===== src/rtl/br_resolve_ctrl.sv =====
// Branch resolution for the execute stage: evaluates the RV32 compare, decides taken/target, flags mispredicts.
// Latency: an op accepted on edge k presents its result from edge k+1 (s1 operands -> s2 result), 1 op/cycle.
// Backpressure: s2 holds while commit stalls; s1 still fills, then o_ready drops; flush blocks intake for one cycle.
module br_resolve_ctrl #(
    parameter int XLEN  = 32,
    parameter int TAG_W = 4,
    parameter int CNT_W = 32
) (
    input  logic             i_clk,
    input  logic             i_rst_n,
    input  logic             i_valid,
    output logic             o_ready,
    input  logic [XLEN-1:0]  i_pc,
    input  logic [XLEN-1:0]  i_imm,
    input  logic [XLEN-1:0]  i_rs1_data,
    input  logic [XLEN-1:0]  i_rs2_data,
    input  logic [2:0]       i_funct3,
    input  logic             i_is_jal,
    input  logic             i_is_jalr,
    input  logic             i_pred_taken,
    input  logic [XLEN-1:0]  i_pred_target,
    input  logic [TAG_W-1:0] i_tag,
    output logic             o_res_valid,
    input  logic             i_res_ready,
    output logic             o_taken,
    output logic [XLEN-1:0]  o_redirect_pc,
    output logic             o_mispredict,
    output logic             o_illegal,
    output logic [TAG_W-1:0] o_tag,
    output logic             o_flush,
    output logic [CNT_W-1:0] o_br_cnt,
    output logic [CNT_W-1:0] o_mis_cnt
);

    // s1 operand register
    logic             s1_valid;
    logic [XLEN-1:0]  s1_pc;
    logic [XLEN-1:0]  s1_imm;
    logic [XLEN-1:0]  s1_rs1;
    logic [XLEN-1:0]  s1_rs2;
    logic [2:0]       s1_funct3;
    logic             s1_is_jal;
    logic             s1_is_jalr;
    logic             s1_pred_taken;
    logic [XLEN-1:0]  s1_pred_target;
    logic [TAG_W-1:0] s1_tag;

    // resolution results computed from s1
    logic             eq;
    logic             lt_s;
    logic             lt_u;
    logic             taken;
    logic             illegal;
    logic [XLEN-1:0]  target;
    logic [XLEN-1:0]  redirect;
    logic             mispredict;

    logic res_hs;
    logic s1_move;
    logic accept;

    // Handshake and stage-advance control; a flush kills the op in s1 and blocks intake
    always_comb begin
        res_hs  = o_res_valid && i_res_ready;
        o_flush = res_hs && o_mispredict;
        s1_move = s1_valid && (!o_res_valid || i_res_ready) && !o_flush;
        o_ready = (!s1_valid || s1_move) && !o_flush;
        accept  = i_valid && o_ready;
    end

    // Compare, taken decode, target and mispredict evaluation on s1 operands
    always_comb begin
        eq      = (s1_rs1 == s1_rs2);
        lt_s    = ($signed(s1_rs1) < $signed(s1_rs2));
        lt_u    = (s1_rs1 < s1_rs2);
        taken   = 1'b0;
        illegal = 1'b0;
        if (s1_is_jal || s1_is_jalr) begin
            taken = 1'b1;
        end else begin
            case (s1_funct3)
                3'b000:  taken = eq;
                3'b001:  taken = !eq;
                3'b100:  taken = lt_s;
                3'b101:  taken = !lt_s;
                3'b110:  taken = lt_u;
                3'b111:  taken = !lt_u;
                default: illegal = 1'b1;
            endcase
        end
        // jalr wins when both jump flags are set
        if (s1_is_jalr) begin
            target = (s1_rs1 + s1_imm) & ~XLEN'(1);
        end else begin
            target = s1_pc + s1_imm;
        end
        redirect   = taken ? target : (s1_pc + XLEN'(4));
        mispredict = (taken != s1_pred_taken) ||
                     (taken && s1_pred_taken && (target != s1_pred_target));
    end

    // s1 operand register: load on accept, clear when it drains or is flushed
    always_ff @(posedge i_clk or negedge i_rst_n) begin
        if (!i_rst_n) begin
            s1_valid       <= 1'b0;
            s1_pc          <= '0;
            s1_imm         <= '0;
            s1_rs1         <= '0;
            s1_rs2         <= '0;
            s1_funct3      <= '0;
            s1_is_jal      <= 1'b0;
            s1_is_jalr     <= 1'b0;
            s1_pred_taken  <= 1'b0;
            s1_pred_target <= '0;
            s1_tag         <= '0;
        end else begin
            if (o_flush) begin
                s1_valid <= 1'b0;
            end else if (accept) begin
                s1_valid <= 1'b1;
            end else if (s1_move) begin
                s1_valid <= 1'b0;
            end
            if (accept) begin
                s1_pc          <= i_pc;
                s1_imm         <= i_imm;
                s1_rs1         <= i_rs1_data;
                s1_rs2         <= i_rs2_data;
                s1_funct3      <= i_funct3;
                s1_is_jal      <= i_is_jal;
                s1_is_jalr     <= i_is_jalr;
                s1_pred_taken  <= i_pred_taken;
                s1_pred_target <= i_pred_target;
                s1_tag         <= i_tag;
            end
        end
    end

    // s2 result register: fields only change when a new op moves in, so they hold under stall
    always_ff @(posedge i_clk or negedge i_rst_n) begin
        if (!i_rst_n) begin
            o_res_valid   <= 1'b0;
            o_taken       <= 1'b0;
            o_redirect_pc <= '0;
            o_mispredict  <= 1'b0;
            o_illegal     <= 1'b0;
            o_tag         <= '0;
        end else begin
            if (s1_move) begin
                o_res_valid   <= 1'b1;
                o_taken       <= taken;
                o_redirect_pc <= redirect;
                o_mispredict  <= mispredict;
                o_illegal     <= illegal;
                o_tag         <= s1_tag;
            end else if (res_hs) begin
                o_res_valid   <= 1'b0;
            end
        end
    end

    // Performance counters, advanced on each result handshake, wrapping naturally
    always_ff @(posedge i_clk or negedge i_rst_n) begin
        if (!i_rst_n) begin
            o_br_cnt  <= '0;
            o_mis_cnt <= '0;
        end else if (res_hs) begin
            o_br_cnt <= o_br_cnt + CNT_W'(1);
            if (o_mispredict) begin
                o_mis_cnt <= o_mis_cnt + CNT_W'(1);
            end
        end
    end

endmodule

===== config.mk =====
export PLATFORM = sky130hd
export DESIGN_NAME = br_resolve_ctrl
export DESIGN_NICKNAME = d
export VERILOG_FILES = /design/src/rtl/br_resolve_ctrl.sv
export SDC_FILE = /design/constraint.sdc
export NUM_CORES = 1
export LEC_CHECK = 0
export CAP_MARGIN = 40
export CORE_MARGIN = 2
export CORE_UTILIZATION = 50
export DETAILED_ROUTE_END_ITERATION = 16
export HOLD_SLACK_MARGIN = 0.12
export PLACE_DENSITY = 0.75
export SYNTH_ARGS = -nofsm -noshare
export SYNTH_HDL_FRONTEND = slang
export SYNTH_SLANG_ARGS = --single-unit

===== constraint.sdc =====
create_clock -name i_clk -period 7.85 [get_ports i_clk]
set_input_delay 1.1775 -clock i_clk [delete_from_list [all_inputs] [get_ports i_clk]]
set_output_delay 1.1775 -clock i_clk [all_outputs]
set_load 0.1 [all_outputs]

# Word-level counts from Yosys, hierarchy flattened
# Cells that the tools add are included.
dict set report op_classes {
  n_addsub 5
  n_lt_le_gt_ge 2
  eq_ne 8
  mux 11
  n_reduce_logical 23
}
# cell count
set op_table {}
lappend op_table {{$add A32 B1 Y32 const B} 2}
lappend op_table {{$add A32 B32 Y32} 2}
lappend op_table {{$lt A32 B32 Y1} 2}
lappend op_table {{$mux W32} 2}
lappend op_table {{$add A32 B3 Y32 const B} 1}
lappend op_table {{$eq A32 B32 Y1} 1}
lappend op_table {{$ne A32 B32 Y1} 1}
lappend op_table {{$eq A3 B3 Y1 const B} 4}
lappend op_table {{$logic_and A1 B1 Y1} 8}
lappend op_table {{$mux W1} 8}
lappend op_table {{$logic_not A1 Y1} 6}
lappend op_table {{$pmux W1 S6} 1}
lappend op_table {{$reduce_or A6 Y1} 1}
lappend op_table {{$logic_or A1 B1 Y1} 4}
lappend op_table {{$eq A3 B1 Y1 const B} 1}
lappend op_table {{$logic_not A3 Y1} 1}
lappend op_table {{$reduce_bool A3 Y1} 1}
lappend op_table {{$reduce_and A2 Y1} 1}
lappend op_table {{$reduce_bool A2 Y1} 1}
lappend op_table {{$ne A1 B1 Y1} 1}
dict set report word_totals {
  register_bits 275
  input_bits 174
  out_inout_bits 106
  elab_cells 68
}

# Depth between registers and ports, before layout
dict set report depth {
  depth_word 9
  ltp_mapped 14
  depth_no_buf 13
}

# Worst setup path after synthesis
# Ideal clock, no wire load.
dict set report synth_path {
  kind {input -> register}
  start {input i_res_ready}
  end {register s1_funct3[0]}
  setup_time_ps 125
  t_arrival_ps 3380
  t_required_ps 7725
  slack_ps 4345
  path_stages 6
  n_path_buf 2
  path_cell_list {mux2_2 -> nand2_1 -> nand2_1 -> clkbuf_1 -> clkbuf_1 -> mux2_2}
}
dict set report synth_via {
  elab_chain_len 7
  word_cells_on_any_way 9
  classes_between {reduce/logical (9)}
}
# item line
set synth_rtl {}
lappend synth_rtl {{start, declared} 24} ;# input logic i_res_ready,
lappend synth_rtl {{$logic_and A1 B1 Y1} 64} ;# res_hs = o_res_valid && i_res_ready;
lappend synth_rtl {{$logic_and A1 B1 Y1} 65} ;# o_flush = res_hs && o_mispredict;
lappend synth_rtl {{$logic_not A1 Y1} {66, 67}}
lappend synth_rtl {{$logic_and A1 B1 Y1} 66} ;# s1_move = s1_valid && (!o_res_valid || i_res_ready) && !o_flush;
lappend synth_rtl {{$logic_or A1 B1 Y1} 67} ;# o_ready = (!s1_valid || s1_move) && !o_flush;
lappend synth_rtl {{$logic_and A1 B1 Y1 (*)} 67}
lappend synth_rtl {{via o_ready} 12} ;# output logic o_ready,
lappend synth_rtl {{$logic_and A1 B1 Y1 (*)} 68} ;# accept = i_valid && o_ready;
lappend synth_rtl {{end signal, assigned} 129} ;# s1_funct3 <= i_funct3;
lappend synth_rtl {{end, declared} 41} ;# logic [2:0] s1_funct3;
# Mark *: on every way through the listed nets, which the timed path passes. The rest lies on a longest branch.
# A chain may end at the register's enable or synchronous reset.

# Final worst setup path
dict set report layout_path {
  start {input i_res_ready}
  end {register o_mispredict}
}
dict set report layout_via {
  elab_chain_len 4
  word_cells_on_any_way 6
  classes_between {reduce/logical (6)}
}
# item line
set layout_rtl {}
lappend layout_rtl {{$logic_and A1 B1 Y1} 64}
lappend layout_rtl {{$logic_and A1 B1 Y1} 65}
lappend layout_rtl {{$logic_not A1 Y1} 66}
lappend layout_rtl {{$logic_and A1 B1 Y1 (*)} 66}
lappend layout_rtl {{end signal, assigned} 153} ;# o_mispredict <= mispredict;
lappend layout_rtl {{end, declared} 27} ;# output logic o_mispredict,
# Mark *: on every way between the ends. The rest lies on a longest branch, timed or not.

==> results.sh <==
export IMPL_synth_main_ff_cell="dfrtp_1"
export IMPL_cp_top_family="simple AND/OR/NAND/NOR gates"
export IMPL_cts_buffers=30
export IMPL_yosysTopAreaCellShare_pct=39.0
export IMPL_hold_buffers=0
export IMPL_fin_skew_ns=0.0173
export IMPL_clock_path_buffers=3
export IMPL_cts_root_buffer="clkbuf_16"
export IMPL_ff_latch_area_um2=6880
export IMPL_worstPathRequired_ns=8.28
export IMPL_relSlewSlack_pct=33.1
export IMPL_cts_clk_slew_worst_paths_ns=0.06
export IMPL_syn_inst=1776
export IMPL_ys_seq_elements=275
export IMPL_hold_start="o_redirect_pc[10]"
export IMPL_row_count=68
export IMPL_rsz0062_at_grt="no"
export IMPL_die_w_um=192
export IMPL_grt_usage_pct=29.2
export IMPL_routed_wl_um=53600
export IMPL_crit_slowest_cell="clkdlybuf4s50_1"
export IMPL_design_area_um2=23800
export IMPL_dp_hpwl_um=42200
export IMPL_syn_area_um2=17600
export IMPL_yosysMostFrequentCell="dfrtp_1"
export IMPL_fin_crit_ns=4.62
export IMPL_synth_top_area_cell="dfrtp_1"
export IMPL_hold_viol_final=0
export IMPL_cts_resized_gates=0
export IMPL_timing_fmax_mhz=217
export IMPL_drc=0
export IMPL_worst_slew_pin_slew_ns=0.995
export IMPL_boundaryPins=280
export IMPL_ant_nets=0
export IMPL_ys_async_sr_fraction_pct=100
export IMPL_cp_cell_sequence="clkdlybuf4s50_1 > nor2b_1 > o21ai_4 > buf_4 > or3_1 > a2111oi_0 > o221ai_1 > nor4_1 > nand4_1 > nor4_1 > nand4_1 > nor4b_2 > a31oi_1"
export IMPL_cap_violations=0
export IMPL_grt_pass1_vias=15274
export IMPL_htree_levels=1
export IMPL_post_cts_buffers=0
export IMPL_vias_per_cell=5.89
export IMPL_grt_antenna_before_repair=1
export IMPL_synth_nets=2048
export IMPL_synth_area_per_cell_um2=9.93
export IMPL_slew_violations=0
export IMPL_cp_end_kind="register"
export IMPL_clock_latency_ns=0.56
export IMPL_die_area_um2=36800
export IMPL_firstDrtPassIters=6
export IMPL_grt_start_max_net_pins=146
export IMPL_grt_remaining_overflow=0
export IMPL_stdcell_count=2596
export IMPL_slowest_delay_ns=0.66
export IMPL_rr_startpoint="s1_is_jalr"
export IMPL_placed_cell_area_um2=22800
export IMPL_timing_critical_path_buf_inv=2
export IMPL_period_share_pct=58.8
export IMPL_io_buffers=279
export IMPL_layout_drive_gt1_share_pct=17.9
export IMPL_num_vias=15299
export IMPL_clock_sinks=275
export IMPL_initial_utilization_pct=50.9
export IMPL_grt_pass1_wl_um=84300
export IMPL_cp_start_kind="input port"
export IMPL_yosys_warnings=0
export IMPL_drtIter0Drc=1125
export IMPL_routabilityCongestion=0.925
export IMPL_ys_types=84
export IMPL_coreArea_um2=34600
export IMPL_synth_edf_count=0
export IMPL_outcome="finished, final reports clean"
export IMPL_fin_setup_tns_ns=0
export IMPL_crit_fanout=73
export IMPL_critPathLaunch="i_res_ready"
export IMPL_fillers=2471
export IMPL_antenna_diode_count=0
export IMPL_place_inst=2542
export IMPL_dieHeight_um=192
export IMPL_arrival_ns=5.05
export IMPL_hold_class="register to register"
export IMPL_ys_top_cells_by_count="dfrtp_1 (275), mux2_2 (190), nand2_1 (161)"
export IMPL_post_drt_wl_per_cell_um=20.6
export IMPL_multi_input_area_um2=10200
export IMPL_yosys_top_cells_area="dfrtp_1 (39%), mux2_2 (12%), ha_1 (6.8%)"
export IMPL_holdWs_ns=0.478
export IMPL_final_net_count=2391
export IMPL_seq_area_frac_synth_pct=39.0
export IMPL_cts_tree="yes"
export IMPL_crit_type="input port to register"
export IMPL_syn_to_final_growth_pct=35.0
export IMPL_setup_viol=0
[kinds of logic after synthesis]
| logic type | count (synthesis) | share of synthesized area [%] |
|---|---|---|
| fa+ha+maj | 98 | 7.04 |
| simple gates | 517 | 14.7 |
| mux | 208 | 13.2 |
| flops | 275 | 39.0 |
| buf+inv | 142 | 3.34 |
| xor+xnor | 157 | 8.19 |
| compound gates | 379 | 14.5 |
[registers in the layout, summed over array words and instances, names as in the netlist]
register,cells
o_br_cnt,32
o_mis_cnt,32
o_redirect_pc,32
s1_imm,32
s1_pc,32
s1_pred_target,32
s1_rs1,32
s1_rs2,32
o_tag,4
s1_tag,4
s1_funct3,3
o_illegal,1
o_mispredict,1
o_res_valid,1
o_taken,1
s1_is_jal,1
s1_is_jalr,1
s1_pred_taken,1
s1_valid,1
[final timing paths]
kind,to,slack (ns),depth (start not counted)
worst min register to register,o_redirect_pc[10],0.48,2
worst min-delay path,o_redirect_pc[10],0.48,2
max in group asynchronous,s1_rs1[22],6.17,2
worst max-delay path,o_mispredict,3.23,13
worst max register to register,o_mispredict,3.46,12
min in group asynchronous,o_mis_cnt[28],0.52,1
[placed cells by master (no fill, tap or decap), types with 11 or more instances in the layout]
cell type	n
clkdlybuf4s50_1	278
dfrtp_1	274
mux2_2	190
nand2_1	160
xnor2_1	100
ha_1	96
a21oi_1	94
nor2_1	92
o21ai_0	87
buf_8	72
nand3_1	57
inv_1	56
nand4_1	53
xor2_1	52
buf_16	38
clkbuf_16	31
nor3_1	30
and3_1	29
a21o_1	29
a211oi_1	22
mux2i_1	18
o21a_1	17
a31oi_1	14
and4_1	13
o211ai_1	13
or3_1	12
nor2b_1	11
nor4_1	11
[per-stage QoR]
step                      setup WS, ns  util (%)
after global routing              2.98      68.7
after CTS                         3.41      68.7
after global placement            2.96      59.8
after floorplan                   4.35         -
final                             3.23      68.7
after detailed placement          2.86      65.9
[area by class of cell]
type / instances / area share (%)
Multi-Input combinational cell: 1359 / 42.8
Sequential cell: 275 / 28.9
Timing Repair Buffer: 396 / 20.9
Clock buffer: 48 / 3.82
Tap cell: 455 / 2.39
Inverter: 57 / 0.899
Clock inverter: 6 / 0.263
[worst register-to-register path, cell delays in order, from the launching register on]
cell	delay, ns
dfrtp_2	0.70
buf_4	0.66
mux2i_1	0.39
xnor2_1	0.13
or3_1	0.37
a2111oi_0	0.39
o221ai_1	0.19
nor4_1	0.31
nand4_1	0.17
nor4_1	0.34
nand4_1	0.24
nor4b_2	0.26
a31oi_1	0.11
[per-layer routing]
| layer | vias up | routed length, um | GRT usage (%) |
|---|---|---|---|
| li1 | 7191 | - | - |
| met1 | 7436 | 23500 | 40.6 |
| met2 | 589 | 24900 | 48.3 |
| met3 | 83 | 3890 | 3.78 |
| met4 | 0 | 1300 | 7.40 |
| met5 | - | 0 | 0 |
Power is not shown: default switching activity piles up to over one toggle a cycle in this logic, so the estimate is an artifact.
